[src/rtl/filtro_pkg.sv]
// -----------------------------------------------------------------------------
// filtro_pkg
// Shared definitions for the filter stages: FSM state encoding, default word
// sizes (N=25, F=20), derived widths and the 2N-bit saturation limits.
// -----------------------------------------------------------------------------
package filtro_pkg;

    localparam int N_DEF  = 25;
    localparam int F_DEF  = 20;

    localparam int W_SMP  = 2 * N_DEF;      // samples and result
    localparam int W_COEF = N_DEF;          // coefficients, Q(N-F).F
    localparam int W_PROD = 3 * N_DEF;      // one sample x coefficient product
    localparam int W_ACC  = 3 * N_DEF + 2;  // room for three products without wrap

    localparam logic signed [W_SMP-1:0] SAT_MAX = {1'b0, {(W_SMP-1){1'b1}}};
    localparam logic signed [W_SMP-1:0] SAT_MIN = {1'b1, {(W_SMP-1){1'b0}}};

    typedef enum logic [2:0] {
        IDLE = 3'd0,
        MAC0 = 3'd1,
        MAC1 = 3'd2,
        MAC2 = 3'd3,
        OUT  = 3'd4
    } state_t;

endpackage

[src/rtl/saturador_fk.sv]
// -----------------------------------------------------------------------------
// saturador_fk
// Combinational fixed-point scaler: arithmetic right shift by SHIFT (floor
// rounding) followed by a clamp into the signed W_OUT-bit range.
//   acc     in   W_IN   signed accumulator value
//   y_sat   out  W_OUT  scaled and clamped value
//   ovf_sat out  1      high when the clamp was applied
// -----------------------------------------------------------------------------
module saturador_fk #(
    parameter int W_IN  = 77,
    parameter int W_OUT = 50,
    parameter int SHIFT = 20
) (
    input  logic signed [W_IN-1:0]  acc,
    output logic signed [W_OUT-1:0] y_sat,
    output logic                    ovf_sat
);

    // Output-range limits expressed in the input width so the comparison is
    // done without any truncation of the scaled value.
    localparam logic signed [W_IN-1:0] LIM_MAX =
        {{(W_IN-W_OUT+1){1'b0}}, {(W_OUT-1){1'b1}}};
    localparam logic signed [W_IN-1:0] LIM_MIN =
        {{(W_IN-W_OUT+1){1'b1}}, {(W_OUT-1){1'b0}}};

    logic signed [W_IN-1:0] scaled;

    assign scaled = acc >>> SHIFT;

    always_comb begin
        y_sat   = scaled[W_OUT-1:0];
        ovf_sat = 1'b0;
        if (scaled > LIM_MAX) begin
            y_sat   = LIM_MAX[W_OUT-1:0];
            ovf_sat = 1'b1;
        end else if (scaled < LIM_MIN) begin
            y_sat   = LIM_MIN[W_OUT-1:0];
            ovf_sat = 1'b1;
        end
    end

endmodule

[src/rtl/filtro_mac_fk.sv]
// -----------------------------------------------------------------------------
// filtro_mac_fk
// Second-order MAC stage: y = c0*fk + c1*fk_1 + c2*fk_2, computed with one
// shared multiplier over three cycles, then scaled by 2^-F and saturated.
//   clk            in   1   system clock
//   reset          in   1   asynchronous active-high reset
//   start          in   1   compute one output from the current samples
//   fk, fk_1, fk_2 in   2N  signed samples (current, previous, before that)
//   c0, c1, c2     in   N   signed coefficients, Q(N-F).F
//   y              out  2N  saturated result, held until the next result
//   done           out  1   one-cycle pulse when y/ovf update
//   busy           out  1   computation in progress
//   ovf            out  1   last y was clamped
// -----------------------------------------------------------------------------
module filtro_mac_fk
    import filtro_pkg::*;
#(
    parameter int N = N_DEF,
    parameter int F = F_DEF
) (
    input  logic                  clk,
    input  logic                  reset,
    input  logic                  start,
    input  logic signed [2*N-1:0] fk,
    input  logic signed [2*N-1:0] fk_1,
    input  logic signed [2*N-1:0] fk_2,
    input  logic signed [N-1:0]   c0,
    input  logic signed [N-1:0]   c1,
    input  logic signed [N-1:0]   c2,
    output logic signed [2*N-1:0] y,
    output logic                  done,
    output logic                  busy,
    output logic                  ovf
);

    localparam int WS = 2 * N;
    localparam int WC = N;
    localparam int WP = 3 * N;
    localparam int WA = 3 * N + 2;

    state_t state_reg, state_next;

    logic signed [WS-1:0] smp_reg  [3];
    logic signed [WC-1:0] coef_reg [3];
    logic signed [WA-1:0] acc_reg;
    logic signed [WS-1:0] y_reg;
    logic                 ovf_reg;
    logic                 done_reg;
    logic                 busy_reg;

    logic                 accept;
    logic signed [WS-1:0] mux_smp;
    logic signed [WC-1:0] mux_coef;
    logic signed [WP-1:0] prod;
    logic signed [WS-1:0] sat_y;
    logic                 sat_ovf;

    // Only IDLE accepts a start. The result cycle that follows OUT is already
    // IDLE, which keeps start-to-start spacing at five cycles.
    assign accept = (state_reg == IDLE) && start;

    // ---------------- FSM -----------------
    always_ff @(posedge clk or posedge reset) begin
        if (reset) begin
            state_reg <= IDLE;
        end else begin
            state_reg <= state_next;
        end
    end

    always_comb begin
        state_next = state_reg;
        case (state_reg)
            IDLE:    if (start) state_next = MAC0;
            MAC0:    state_next = MAC1;
            MAC1:    state_next = MAC2;
            MAC2:    state_next = OUT;
            OUT:     state_next = IDLE;
            default: state_next = IDLE;
        endcase
    end

    // ---------------- shared multiplier -----------------
    always_comb begin
        mux_smp  = smp_reg[0];
        mux_coef = coef_reg[0];
        case (state_reg)
            MAC1: begin
                mux_smp  = smp_reg[1];
                mux_coef = coef_reg[1];
            end
            MAC2: begin
                mux_smp  = smp_reg[2];
                mux_coef = coef_reg[2];
            end
            default: ;
        endcase
    end

    assign prod = mux_smp * mux_coef;

    // ---------------- datapath registers -----------------
    always_ff @(posedge clk or posedge reset) begin
        if (reset) begin
            for (int i = 0; i < 3; i++) begin
                smp_reg[i]  <= '0;
                coef_reg[i] <= '0;
            end
            acc_reg <= '0;
        end else if (accept) begin
            // Operands are frozen here so upstream shifting during the
            // computation cannot disturb the result.
            smp_reg[0]  <= fk;
            smp_reg[1]  <= fk_1;
            smp_reg[2]  <= fk_2;
            coef_reg[0] <= c0;
            coef_reg[1] <= c1;
            coef_reg[2] <= c2;
            acc_reg     <= '0;
        end else if (state_reg == MAC0 || state_reg == MAC1 || state_reg == MAC2) begin
            acc_reg <= acc_reg + {{(WA-WP){prod[WP-1]}}, prod};
        end
    end

    saturador_fk #(
        .W_IN  (WA),
        .W_OUT (WS),
        .SHIFT (F)
    ) u_sat (
        .acc     (acc_reg),
        .y_sat   (sat_y),
        .ovf_sat (sat_ovf)
    );

    // ---------------- outputs -----------------
    always_ff @(posedge clk or posedge reset) begin
        if (reset) begin
            y_reg    <= '0;
            ovf_reg  <= 1'b0;
            done_reg <= 1'b0;
            busy_reg <= 1'b0;
        end else begin
            done_reg <= (state_reg == OUT);
            // busy spans MAC0..OUT plus the cycle in which done is shown.
            busy_reg <= (state_next != IDLE) || (state_reg == OUT);
            if (state_reg == OUT) begin
                y_reg   <= sat_y;
                ovf_reg <= sat_ovf;
            end
        end
    end

    assign y    = y_reg;
    assign ovf  = ovf_reg;
    assign done = done_reg;
    assign busy = busy_reg;

endmodule

[config.mk]
export PLATFORM = sky130hd
export DESIGN_NAME = filtro_mac_fk
export DESIGN_NICKNAME = d
export VERILOG_FILES = /design/src/rtl/filtro_pkg.sv /design/src/rtl/saturador_fk.sv /design/src/rtl/filtro_mac_fk.sv
export SDC_FILE = /design/constraint.sdc
export NUM_CORES = 2
export LEC_CHECK = 0
export BUFFER_PORTS_ARGS = -buffer_cell sky130_fd_sc_hd__buf_2
export CAP_MARGIN = 15
export CORE_MARGIN = 2
export CORE_UTILIZATION = 35
export DETAILED_ROUTE_END_ITERATION = 8
export PLACE_DENSITY = 0.54
export SLEW_MARGIN = 20
export SYNTH_ARGS = -nofsm -noshare
export SYNTH_HDL_FRONTEND = slang
export SYNTH_SLANG_ARGS = --single-unit
export TNS_END_PERCENT = 10
[constraint.sdc]
create_clock -name clk -period 12.9 [get_ports clk]
set_input_delay 3.225 -clock clk [delete_from_list [all_inputs] [get_ports clk]]
set_output_delay 3.225 -clock clk [all_outputs]
set_load 0.05 [all_outputs]
# Yosys cells after proc, flatten, opt, wreduce, memory -nomap -nowiden

Cells that the tools add are included.

Add/sub/neg operators: 1
$mul: 1
Divide/modulo/power cells: 0
$lt $le $gt $ge: 2
Equal/unequal tests: 4
Shifts and indexed selects: 0
Multiplexer cells: 10
Bitwise operators: 0
Reductions and logical operators: 7

Operator list:

| cell                                                  | count |
|---|---|
| 2-to-1 mux 77 bit                                     | 2 |
| 2-to-1 mux 50 bit                                     | 2 |
| one-hot mux 50 bit (2 select lines)                   | 1 |
| adder 77 bit                                          | 1 |
| multiplier 50 x 25 -> 75 bit                          | 1 |
| > comparator 57 x 50 -> 1 bit (second input constant) | 1 |
| < comparator 57 x 50 -> 1 bit (second input constant) | 1 |
| one-hot mux 25 bit (2 select lines)                   | 1 |
| one-hot mux 3 bit (4 select lines)                    | 1 |
| equality test 3 x 2 -> 1 bit (second input constant)  | 2 |
| equality test 3 x 1 -> 1 bit (second input constant)  | 1 |
| equality test 3 bit (second input constant)           | 1 |
| logical NOT 3 bit                                     | 1 |
| logical OR 1 bit                                      | 3 |
| 2-to-1 mux 3 bit                                      | 1 |
| nonzero test 3 bit                                    | 1 |
| 2-to-1 mux 1 bit                                      | 2 |
| nonzero test 2 bit                                    | 1 |
| logical AND 1 bit                                     | 1 |

Flip-flop bits (word level): 358
Bits in latches: 0
Bits in writable memories: 0
Bits in read-only memories: 0
Input port bits: 228
Output and inout port bits: 53
Logic and storage cells: 37
Memories kept: 0

# Depth between registers and ports, before layout

Word-level depth: 6
Depth in mapped cells: 46
Mapped depth without buffers: 42

# Hierarchy

Synthesis repeated with hierarchy kept, for this count alone.

Cell total of the unflattened synthesis: 6489
Area total of the unflattened synthesis: 60566.8 um2

Modules (own cells, without submodules):

| module        | times used | cells each | area each (um2) | sequential area each (um2) |
|---|---|---|---|---|
| filtro_mac_fk | 1          | 6360       | 59458.3         | 8958.6 |
| saturador_fk  | 1          | 129        | 1108.6          | 0.0 |

# Worst setup path after synthesis

No wires, ideal clock.

Path type: register to register
Start: register state_reg[0]
End: register acc_reg[70]
Setup time: 0.130 ns
Data arrival time: 10.427 ns
Data required time: 12.770 ns
Setup slack: 2.344 ns
Cell stages (with the launch flop): 45
Path buffers: 5
Clock period less this slack: 10.556 ns
Cell sequence: dfrtp_1 clkbuf_1 buf_2 buf_1 mux2i_1 o21ai_0 clkbuf_1 nand2_1 fa_1 fa_1 inv_1 fa_1 inv_1 fa_1 inv_1 fa_1 fa_1 inv_1 (+9 left out) a21oi_1 o21a_1 nor2b_1 a31oi_1 xnor2_1 ha_1 buf_2 nand2_1 or4_1 nor3_1 and4_1 o21ai_0 o211ai_1 a21oi_1 o211ai_1 a311o_1 xnor2_1 o21ai_1

Cells in the longest elaborated chain, start to end: 6
Elaborated cells on any way between the ends: 14
Classes of those cells: add/sub: 1; mul: 1; eq/ne: 3; mux: 4; reduce/logical: 5

Ends and longest elaborated chain:

| what                                                                                              | line                                      | source |
|---|---|---|
| start, declared                                                                                   | filtro_mac_fk.sv:41                       | `state_t state_reg, state_next;` |
| start signal, assigned                                                                            | filtro_mac_fk.sv:67                       | `state_reg <= state_next;` |
| equality test 3 x 2 -> 1 bit                                                                      | filtro_mac_fk.sv:87, filtro_mac_fk.sv:120 |  |
| one-hot mux 50 bit (2 select lines) / one-hot mux 25 bit (2 select lines) (equally long branches) | filtro_mac_fk.sv:87                       | `case (state_reg)` |
| multiplier 50 x 25 -> 75 bit                                                                      | filtro_mac_fk.sv:100                      | `assign prod = mux_smp * mux_coef;` |
| adder 77 bit                                                                                      | filtro_mac_fk.sv:121                      | `acc_reg <= acc_reg + {{(WA-WP){prod[WP-1]}}, prod};` |
| 2-to-1 mux 77 bit                                                                                 | filtro_mac_fk.sv:120                      | `end else if (state_reg == MAC0 \|\| state_reg == MAC1 \|\| state_reg == MAC2) begin` |
| 2-to-1 mux 77 bit                                                                                 | filtro_mac_fk.sv:110                      | `end else if (accept) begin` |
| end signal, assigned                                                                              | filtro_mac_fk.sv:121                      |  |
| end, declared                                                                                     | filtro_mac_fk.sv:45                       | `logic signed [WA-1:0] acc_reg;` |

Several ways; a longest one is shown, not always the timed one. The select of a mux whose other input is x is not followed.
A chain may end at the register's enable or synchronous reset.

# Final worst setup path

Same ends and word-level chain as after synthesis.

==> impl_summary.md <==
Detailed routing
Dividing the detail-routed wire length by the instance count gives 22.68 um. The violation count after the first detailed-routing iteration is 3,146. The detail route stage leaves a number of antenna-violating nets equal to 0. The detailed-route via count is between 40,000 and 50,000. The final layout contains routed wiring with a total length of 204.5 mm.

The via count normalized by instance count is between 5 and 6. For this run, design rule violations remaining after detail routing come to 0. The number of search-and-repair iterations in the first detailed-routing pass is 8.

Floorplanning
The chip width is roughly 420 um. For this configuration, the core starts out at a cell density of 35.17%. Pin placement for this block handled 281 I/O pins. The area inside the core boundary is 171,200 sq um. The die area is 175,300 sq um. Measured along the y axis, the die boundary spans about 420 um. The floorplan row count is 152.

Clock network
TritonCTS built the clock tree. TritonCTS created 46 clock buffers. The clock passes through at most 3 buffers. Clock-pin slew was measured on the worst setup and hold paths at 0.06 ns. The clock net in this run drives a total of 358 sinks.

The source-to-sink clock delay at the later pin of the worst-skew pair is 0.61 ns. The tree is rooted in a sky130_fd_sc_hd__clkbuf_16. The number of hold buffers added after CTS was 0. The level count of the clock H-tree is 2.

Logic synthesis
In the synthesized netlist, mux cells make up 5.507% of the area. The flop and latch count out of synthesis is 358. Of the total synthesized cell area, the portion taken by AND, OR, NAND and NOR gates is a little under an eighth.

After synthesis, the share of flip-flops with an asynchronous set or reset is 100.0%. Yosys mapped a number of flops with a built-in enable equal to 0. The post-synthesis cell count is 6,587. The post-synth net total is 8,318. For this run, the number of Yosys warnings is 0.

The area of the mapped netlist is 60,200 sq um. The synthesized netlist devotes 46.62% of its cell area to adder and majority cells. The post-synthesis xor/xnor area fraction is ~2.1%. In the synthesized netlist the dominant register cell turns out to be sky130_fd_sc_hd__dfrtp_1. The register area share after synthesis is 14.88%. After synthesis, the netlist uses 74 different library cells. A synthesized cell averages roughly 9 sq um. Summing the areas of all compound-gate instances in the mapped netlist gives under 10% of the synthesized area.

After synthesis, the largest family of logic cells by area is adder cells.

Job
Max-cap violations in this run came to 0.

Worst hold path
The tightest min-delay check is of the flop to flop type.

Outcome
The flow ran to the end, and the final reports show no timing, DRC or antenna violations.

Timing
The headroom to the max-slew limit is 26.89%. Subtracting the final worst setup slack from the clock period gives 12.29 ns. The hold violation total from the final report is 0. The final setup violation count is 0.

Static timing analysis puts the maximum clock frequency at 81.35 MHz. Setup repair after global routing left no endpoint under its margin. Between clock sinks in the finished design, the worst skew comes to 0.01955 ns.

The slew at the pin closest to its max-slew limit is 1.097 ns. After layout, the worst path uses 95.29% of the clock period. The number of slew-limit violations in the final report is 0. After routing, the total negative slack on setup checks comes to 0 ns.

Worst setup path
In this run the worst setup path terminates at acc_reg[70]. The top fanout value on the critical path is 46. The launch point of the critical path is state_reg[0].

Among all stages on the critical path, the largest delay is contributed by sky130_fd_sc_hd__dfrtp_4. The required time reported for the critical path endpoint is 13.37 ns. In this run the critical register-to-register path is captured at acc_reg[70].

For flop-to-flop paths, the worst setup slack is ~0.6 ns. The startpoint identified for the worst register-to-register timing path is state_reg[0]. The number of cells on the worst reg-to-reg path is 38. The largest single stage delay on the critical path is 0.98 ns. The type of element capturing the critical path is a flop. Data arrives at the worst endpoint at between 10 and 15 ns.

The kind of cell with the highest combined delay along the critical path is adder cells. The sort of element at the start of the critical path is a flop. Counting stages on the worst path, the most repeated cell is sky130_fd_sc_hd__fa_1.

The critical path contains buffers and inverters numbering 5 combined. The critical path crosses 38 cells after its start point. The type of the worst setup path is flop to flop.

Global route
The first global-routing pass estimated 309.2 mm of wire. The initial antenna violation count is 13. The overall fraction of global-route tracks in use is 23.49%. Global routing finished with a remaining overflow of 0. The via count of the first global-routing pass came to slightly below 50,000. Entering global routing, the biggest net connects 171 pins.

Cells and area
The ratio of cells with drive above 1 in the final layout is 11.81%. In the final design database the tool counted between 8,000 and 9,000 nets. After filler insertion, the fill cell instance count of the layout stands at 17,350. The register with the most flip-flops in the layout has 150 of them. The signed area change from the synthesized netlist to the final layout is 10.18%.

Placed design
The HPWL after detailed placement is 165.1 mm. The count of input and output buffers is 280. The congestion estimate from routability-driven global placement came to 0.9271.
-- metrics by stage --
stage          hold slack [ns]  worst slack [ns]  utilization (%)  std cells  area, sq um
2_1_floorplan           0.4563             2.344                -       6587        60210
3_3_place_gp            0.4598            0.5750            37.79       8919        64680
3_5_place_dp            0.4654            0.4601            37.79       8919        64680
4_1_cts                 0.4791            0.4341            38.73       9005        66290
5_1_grt                 0.4958           0.03796            38.75       9015        66330
6_report                0.4725            0.6074            38.75       9016        66330
-- cells by family (layout without fill, tap and decap cells) --
logic type,after synthesis,count (layout)
buffers and inverters,1602,1788
AOI/OAI and AO/OA,861,861
xor gates and xnor gates,145,145
muxes,303,303
adders and majority gates,1503,1503
and+or+nand+nor,1815,1815
DFF,358,358
other,0,10
-- how the worst min path moves through the flow --
stage                        to         from  depth (start not counted)  slack (ns)
floorplan           acc_reg[10]  acc_reg[10]                          2        0.46
global placement          y[11]        y[11]                          2        0.46
detailed placement        y[21]        y[21]                          2        0.47
CTS                       y[48]        y[48]                          2        0.48
global route              y[28]        y[28]                          2        0.50
finish                    y[21]        y[21]                          2        0.47
-- Yosys cell counts, drive strengths merged (4+ instances only) --
master   instances  area, sq um
nand2b          12        75.07
or3             12        75.07
a221o            5        50.05
o2111ai          8        82.58
a211oi          16        120.1
xor2            50        437.9
nor4             5        31.28
a22o             5        43.79
a31o             8        70.07
fa            1234        24700
o21bai          35        262.8
a21boi          12        93.84
nor3            22        110.1
or2              6        37.54
a32o             5        50.05
a221oi           8        76.32
inv           1267         4756
mux2           226         2545
nor2           576         2162
a2111oi          4        53.80
xnor2           95        832.1
clkbuf         287         1077
and2            21        131.4
nand2         1055         3960
a21o            67        503.0
nor2b           13        81.33
a21oi          238         1206
a41oi            5        43.79
and4             6        52.55
nand4           33        206.5
nand3           34        170.2
o211ai          21        157.7
o21ai          279         1400
dfrtp          358         8959
o21a            86        645.6
mux2i           77        770.7
a31oi           17        106.4
o31ai            8        60.06
and3            17        106.4
ha             269         3366
buf             48        188.9
-- worst min-delay path: stages, from the launching register on --
cell                      delay, ns
sky130_fd_sc_hd__dfrtp_1       0.33
sky130_fd_sc_hd__nand2_1       0.05
sky130_fd_sc_hd__o21ai_0       0.06
-- layout by cell type, fill, tap and decap left out, drive strengths merged, types with 7 or more instances in the layout --
master   Yosys  routed
inv       1267    1270
nor2       576     576
a221oi       8       8
o211ai      21      21
diode        0      10
clkinv       0       7
mux2i       77      77
a21oi      238     238
a21o        67      67
o21bai      35      35
a21boi      12      12
nand3       34      34
xnor2       95      95
bufinv       0       7
o21a        86      86
or3         12      12
buf         48     435
o2111ai      8       8
fa        1234    1234
o31ai        8       8
ha         269     269
nor2b       13      13
a211oi      16      16
nor3        22      22
a31oi       17      17
xor2        50      50
and3        17      17
nand2     1055    1055
clkbuf     287      66
o21ai      279     279
and2        21      21
dfrtp      358     358
nand4       33      33
nand2b      12      12
mux2       226     226
a31o         8       8
-- routing by layer --
metal,share of wire [%],wire length [um],up-vias,GRT usage (%)
met1,38,77760,24390,28.44
met3,5.9,12050,415,3.652
met4,5.4,11060,8,10.94
met2,51,103500,1498,40.86
li1,-,-,20480,-
met5,0.070,144,-,0.4446
-- what timing repair did --
action | 4_1_cts | 5_1_grt
hold endpoints to repair | 0 | 0
setup buffers | 0 | 1
gates resized for setup | 0 | 1
endpoints found under the setup margin | 0 | 4
-- layout make-up --
cell class	count	area, sq um	share of cell area, %
Tap cell	2233	2794	4.212
Antenna cell	10	25.02	0.03773
Multi-Input combinational cell	4627	45460	68.54
Inverter	1267	4760	7.175
Clock buffer	66	1308	1.971
Clock inverter	20	306.5	0.4621
Sequential cell	358	8962	13.51
Timing Repair Buffer	435	2715	4.093
Power is left out: the tool's default activity adds up to more than one toggle a clock period on the data nets, which glitch-free logic cannot reach.
